<file path="src/rtl/multicycle_ctrl.sv">
// multicycle_ctrl: fetch/decode/exec/mem/wb sequencer for the shared RV32I datapath with a memory watchdog
module multicycle_ctrl #(
    parameter int unsigned MEM_TIMEOUT = 255
) (
    input  logic       clk,
    input  logic       reset,
    input  logic [6:0] Op,
    input  logic [2:0] funct3,
    input  logic       Zero,
    input  logic       mem_ready,
    output logic       mem_req,
    output logic       IorD,
    output logic       MemRead,
    output logic       MemWrite,
    output logic       IRWrite,
    output logic       PCWrite,
    output logic       PCSrc,
    output logic       RegWrite,
    output logic       MemtoReg,
    output logic       ALUSrc,
    output logic [1:0] regSel,
    output logic [1:0] ALUOp,
    output logic [2:0] state_o,
    output logic       instret,
    output logic       illegal,
    output logic       fault
);
    typedef enum logic [2:0] {
        FETCH  = 3'd0,
        DECODE = 3'd1,
        EXEC   = 3'd2,
        MEM    = 3'd3,
        WB     = 3'd4,
        FAULT  = 3'd7
    } state_t;

    typedef enum logic [2:0] {
        C_BR    = 3'd0,
        C_R     = 3'd1,
        C_I     = 3'd2,
        C_LD    = 3'd3,
        C_ST    = 3'd4,
        C_LUI   = 3'd5,
        C_AUIPC = 3'd6
    } cls_t;

    localparam logic [7:0] TIMEOUT = 8'(MEM_TIMEOUT);

    state_t     state_q, state_d;
    cls_t       cls_q, cls_d, dec_cls;
    logic [7:0] cnt_q, cnt_d;
    logic       dec_ok, taken, timed_out, is_ld, is_st;

    // Opcode to instruction class; unknown opcodes flag dec_ok low
    always_comb begin
        dec_ok  = 1'b1;
        dec_cls = C_R;
        case (Op)
            7'b1100011: dec_cls = C_BR;
            7'b0110011: dec_cls = C_R;
            7'b0010011: dec_cls = C_I;
            7'b0000011: dec_cls = C_LD;
            7'b0100011: dec_cls = C_ST;
            7'b0110111: dec_cls = C_LUI;
            7'b0010111: dec_cls = C_AUIPC;
            default:    dec_ok  = 1'b0;
        endcase
    end

    // Next state, watchdog count and all control outputs; reset masks every output to 0
    always_comb begin
        state_d = state_q;
        cls_d   = cls_q;
        cnt_d   = cnt_q;
        {mem_req, IorD, MemRead, MemWrite, IRWrite, PCWrite, PCSrc, RegWrite, MemtoReg,
         ALUSrc, regSel, ALUOp, instret, illegal, fault} = '0;
        state_o   = state_q;
        is_ld     = cls_q == C_LD;
        is_st     = cls_q == C_ST;
        taken     = (funct3 == 3'b000 && Zero) || (funct3 == 3'b001 && !Zero);
        timed_out = TIMEOUT != 8'd0 && cnt_q == TIMEOUT && !mem_ready;
        if (state_q inside {EXEC, MEM, WB}) begin
            ALUSrc = cls_q inside {C_I, C_LD, C_ST, C_LUI, C_AUIPC};
            ALUOp  = cls_q == C_R ? 2'b10 : cls_q == C_I ? 2'b11 : cls_q == C_BR ? 2'b01 : 2'b00;
            regSel = cls_q == C_LUI ? 2'b01 : cls_q == C_AUIPC ? 2'b10 : 2'b00;
        end
        case (state_q)
            FETCH: begin
                mem_req = 1'b1;
                MemRead = 1'b1;
                IRWrite = mem_ready;
                PCWrite = mem_ready;
                state_d = mem_ready ? DECODE : timed_out ? FAULT : FETCH;
            end
            DECODE: begin
                illegal = !dec_ok;
                cls_d   = dec_ok ? dec_cls : cls_q;
                state_d = dec_ok ? EXEC : FETCH;
            end
            EXEC: begin
                PCWrite = cls_q == C_BR && taken;
                PCSrc   = cls_q == C_BR && taken;
                instret = cls_q == C_BR;
                state_d = cls_q == C_BR ? FETCH : (is_ld || is_st) ? MEM : WB;
            end
            MEM: begin
                mem_req  = 1'b1;
                IorD     = 1'b1;
                MemRead  = is_ld;
                MemWrite = is_st;
                instret  = is_st && mem_ready;
                state_d  = mem_ready ? (is_st ? FETCH : WB) : timed_out ? FAULT : MEM;
            end
            WB: begin
                RegWrite = 1'b1;
                MemtoReg = is_ld;
                instret  = 1'b1;
                state_d  = FETCH;
            end
            FAULT: begin
                fault = 1'b1;
            end
            default: state_d = FETCH;
        endcase
        if (state_d != state_q && (state_d == FETCH || state_d == MEM))
            cnt_d = 8'd0;
        else if (mem_req && !mem_ready)
            cnt_d = cnt_q + 8'd1;
        if (reset)
            {mem_req, IorD, MemRead, MemWrite, IRWrite, PCWrite, PCSrc, RegWrite, MemtoReg,
             ALUSrc, regSel, ALUOp, state_o, instret, illegal, fault} = '0;
    end

    // State, latched instruction class and watchdog counter
    always_ff @(posedge clk or posedge reset) begin
        if (reset) begin
            state_q <= FETCH;
            cls_q   <= C_BR;
            cnt_q   <= 8'd0;
        end else begin
            state_q <= state_d;
            cls_q   <= cls_d;
            cnt_q   <= cnt_d;
        end
    end
endmodule

</file>
<file path="config.mk">
export PLATFORM = sky130hd
export DESIGN_NAME = multicycle_ctrl
export DESIGN_NICKNAME = d
export VERILOG_FILES = /design/src/rtl/multicycle_ctrl.sv
export SDC_FILE = /design/constraint.sdc
export NUM_CORES = 1
export LEC_CHECK = 0
export CORE_UTILIZATION = 40
export CTS_BUF_LIST = sky130_fd_sc_hd__clkbuf_4
export DETAILED_ROUTE_END_ITERATION = 8
export GPL_TIMING_DRIVEN = 0
export PLACE_DENSITY = 0.71
export SYNTH_ARGS = -nofsm -noshare
export SYNTH_HDL_FRONTEND = slang
export SYNTH_SLANG_ARGS = --single-unit
</file>
<file path="constraint.sdc">
create_clock -name clk -period 3.27 [get_ports clk]
set_input_delay 0.327 -clock clk [delete_from_list [all_inputs] [get_ports clk]]
set_output_delay 0.327 -clock clk [all_outputs]
set_load 0.005 [all_outputs]
</file>
Yosys cells after proc, flatten, opt, wreduce, memory -nomap -nowiden
Cells that the tools add are included.
Widths: inputs -> output; s select.
{"block": "totals", "regBits": 14, "inputBits": 14, "word_cells": 98}
{"block": "op_classes", "add_sub_neg": 1, "eq_ne": 22, "muxes": 49, "reduce_logical": 23}
{"cell": "$mux 1", "n": 25}
{"cell": "$mux 3", "n": 8}
{"cell": "$eq 7x6->1 const B", "n": 3}
{"cell": "$mux 2", "n": 9}
{"cell": "$pmux 3 s6", "n": 1}
{"cell": "$mux 8", "n": 2}
{"cell": "$eq 3x2->1 const B", "n": 5}
{"cell": "$eq 3x3->1 const B", "n": 5}
{"cell": "$pmux 3 s5", "n": 1}
{"cell": "$eq 7x5->1 const B", "n": 2}
{"cell": "$logic_not 3->1", "n": 4}
{"cell": "$eq 3x1->1 const B", "n": 3}
{"cell": "$add 8x1->8 const B", "n": 1}
{"cell": "$eq 8x8->1 const B", "n": 1}
{"cell": "$eq 7x2->1 const B", "n": 1}
{"cell": "$eq 7x7->1 const B", "n": 1}
{"cell": "$logic_and 1x1->1", "n": 7}
{"cell": "$reduce_or 7->1", "n": 1}
{"cell": "$reduce_bool 5->1", "n": 1}
{"cell": "$pmux 1 s2", "n": 2}
{"cell": "$logic_not 1->1", "n": 3}
{"cell": "$logic_or 1x1->1", "n": 3}
{"cell": "$ne 3x3->1", "n": 1}
{"cell": "$pmux 1 s3", "n": 1}
{"cell": "4 further kinds", "n": 4}

Logic depth before layout (Yosys ltp)
{"block": "logic_depth", "depth_word": 9, "ltp_mapped": 6}

Worst setup path before layout
OpenSTA, ideal clock, no wires.
{"block": "synth_timing", "kind": "register to register", "start": "register state_q[2]", "end": "register cnt_q[0]", "arrival_ns": 1.707, "t_required_ns": 3.135, "setup_slack_ns": 1.428, "stages_incl_launch_ff": 5, "n_path_buf": 0, "synth_period_minus_slack_ns": 1.842, "path_cell_list": "dfrtp_1 -> or3_1 -> or4_4 -> a311oi_4 -> nor2_1"}
{"block": "synth_between", "elab_chain_cells": 6, "word_cells_on_any_way": 16}
{"item": "start, declared", "line": "49", "rtl": "state_t state_q, state_d;"}
{"item": "start signal, assigned", "line": "141", "rtl": "state_q <= state_d;"}
{"item": "$eq 3x3->1 (tied with other cells)", "line": "87", "rtl": "case (state_q)"}
{"item": "$pmux 3 s5", "line": "87"}
{"item": "$eq 3x2->1 / $logic_not 3->1 (equally long branches)", "line": "125", "rtl": "if (state_d != state_q && (state_d == FETCH || state_d == MEM))"}
{"item": "$logic_or 1x1->1", "line": "125"}
{"item": "$logic_and 1x1->1", "line": "125"}
{"item": "$mux 8 / $reduce_bool 2->1 (equally long branches)"}
{"item": "end signal, assigned", "line": "143", "rtl": "cnt_q <= cnt_d;"}
{"item": "end, declared", "line": "51", "rtl": "logic [7:0] cnt_q, cnt_d;"}
Several ways; a longest one is shown, not always the timed one.
A chain may end at the register's enable or synchronous reset.

Worst setup path after layout
{"block": "layout_timing", "start": "input port reset", "end": "output port regSel[1]"}
{"block": "layout_between", "elab_chain_cells": 1}
{"item": "start, declared", "line": "6", "rtl": "input logic reset,"}
{"item": "$mux 2", "line": "129", "rtl": "if (reset)"}
{"item": "end, declared", "line": "21", "rtl": "output logic [1:0] regSel,"}
Every way passes these cells.

==> qor.txt <==
IO Port Bufs: 33
power per cell area: 295 nW/um2
Max IR drop VDD: 0.000336 V
number of vias per cell: 5.61
TritonCTS Buffers: 3
worst-path fanout max: 17
first-pass GRT wire length: 4.00 mm
vias: 1106
Netlist Area Pre-Place: 1050 um2
post-synthesis instance total: 130
RSZ-0062 raised after global routing: no
Detailed Route WL: 2.52 mm
vias in the first global route: 993
synth unique cells: 38
Setup crit start kind: input pin
Die H: 53.3 um
pre-CTS setup slack: 489 ps
# DRC: 0
Die Span X: 53.3 um
endpoints failing hold: 0
die area: 2840 um2
clk root buf: clkbuf_4
drt pass-1 iters: 4
PostCTS Resize Cnt: 0
DP HPWL: 1.97 mm
relative slew slack: 54.7%
Worst-Margin Slew: 674 ps
CP Data Arrival Time: 2410 ps
H-tree levels: 1
fin crit share: 83.6%
post-CTS setup buffer count: 0
Overall Power: 426 uW
Final min period: 2730 ps
Clk Latency, worst-skew pair: 290 ps
crit end category: output pin
CTS tree: built
NumNets Final: 183
Pins Over Slew Limit: 0
fmax: 366 MHz
sequential area share after synthesis: 33.3%
# rows: 18
Area growth syn-to-layout: 37.4%
Leak: 0.590 nW
share of cells above drive strength 1: 7.78%
Antenna Nets Post-Route: 0
Syn Area/Cell: 8.10 um2
Mapped Nets: 145
Initial Utilization: 42.5%
Total Routing Usage GR: 19.0%
CTS Sinks: 14
DRT iter0 DRCs: 16
commonest non-fill, non-tap cell in the layout: clkdlybuf4s50_1
clock transition at the registers of the reported paths: 80 ps
status: complete, no violations
Setup violations, final: 0
largest net degree at the start of global routing: 18
most frequent cells in the layout: clkdlybuf4s50_1 (33), nor2_1 (18), dfrtp_1 (14)
worst setup margin: 536 ps
yosys warns: 0
Top Ports: 34
Remaining Overflow, GRT: 0
max cap viols: 0
Final Skew: 6.32 ps
Ant. Diodes: 0
Final Core Density: 58.4%
routed wire length per instance: 12.8 um
Worst Hold Class: in2async
hold_buf cts: 0
initial antenna violation count: 0
Fin Setup TNS: 0 ps
Worst Path Required: 2940 ps
FF+latch count, synth: 14
clk buf depth: 2
core footprint: 2480 um2
global placer's final weighted congestion: 0.817
R2R setup slack: 1230 ps
Setup CP Type: in2out
worst max-delay path, cell delays in order:
cell and delay (ps):
clkdlybuf4s50_1 480, inv_1 500, nand2_1 240, nor4bb_1 310
clkdlybuf4s50_1 550
per-stage QoR:
stage / hold slack (ps) / instance area (um2) / cells
after floorplan: 241 / 1050 / 130
after CTS: 552 / 1450 / 197
final: 539 / 1450 / 197
after detailed placement: 539 / 1420 / 193
after global placement: 527 / 1420 / 193
after global routing: 585 / 1450 / 197
report_power, final:
group          switching (mW)  total (mW)  leakage (nW)  internal, mW
Clock                  0.0551      0.0995        0.0154        0.0444
Combinational          0.0655       0.127         0.384        0.0610
Sequential             0.0124       0.200         0.190         0.188
cell type report:
class / instances / area, um2
buffer: 6 / 27.5
clock buffer: 3 / 22.5
clock inverter: 1 / 3.75
fill: 239 / 1030
inverter: 4 / 15.0
multi-input combinational: 106 / 661
sequential: 14 / 350
tap: 30 / 37.5
timing repair buffer: 33 / 330
cells by family after synthesis:
group / after synthesis / synth area share, %
muxes: 1 / 0.950
DFF: 14 / 33.3
AOI/OAI and AO/OA: 18 / 13.2
and+or+nand+nor: 76 / 39.1
adders and majority gates: 1 / 1.19
xor gates and xnor gates: 10 / 8.31
buffers and inverters: 10 / 4.04
state kept, by name, indices dropped and copies added, names as in the netlist:
| signal | cells |
|---|---|
| cnt_q | 8 |
| cls_q | 3 |
| state_q | 3 |
per-layer routing:
metal,GRT usage (%),vias to the layer above,share of wire [%]
met5,0,-,0
met4,7.89,0,1.7
met3,2.01,5,6.9
met2,34.6,44,50
met1,22.2,515,42
li1,-,542,-
cell usage after synthesis (all sizes together):
cell    number  area share, %
nand2       13            4.6
nor4bb       1           0.95
xnor2        4            3.3
dfrtp       14             33
nand4        3            1.8
nor2b        3            1.8
and3         1           0.59
nand3b       3            2.1
or4          3            2.5
o21ai        4            1.9
o41ai        2            1.7
clkbuf       2           0.71
buf          4            1.9
a31oi        1           0.59
a2111o       1            1.1
inv          4            1.4
nand3        7            3.3
mux2i        1           0.95
ha           1            1.2
nor2        18            6.4
nor4         3            1.8
nand4b       2            2.3
a21oi        6            2.9
o21bai       1           0.71
nand2b       2            1.2
xor2         6            5.0
a21boi       1           0.71
a311oi       1            2.5
a211oi       1            1.2
nor3         9            4.3
or3b         2            1.9
or3          2            1.2
or2          4            2.4
worst paths after layout:
kind / cells after the start / start / to
min: 2 / reset / state_q[1]
max: 5 / reset / regSel[1]
max in group asynchronous: 2 / reset / cnt_q[6]
min reg2reg: 2 / cnt_q[7] / cnt_q[7]
min in group clk: 2 / cnt_q[7] / cnt_q[7]
max reg2reg: 6 / cls_q[1] / cnt_q[6]
Power figures use the tool's default switching activity.
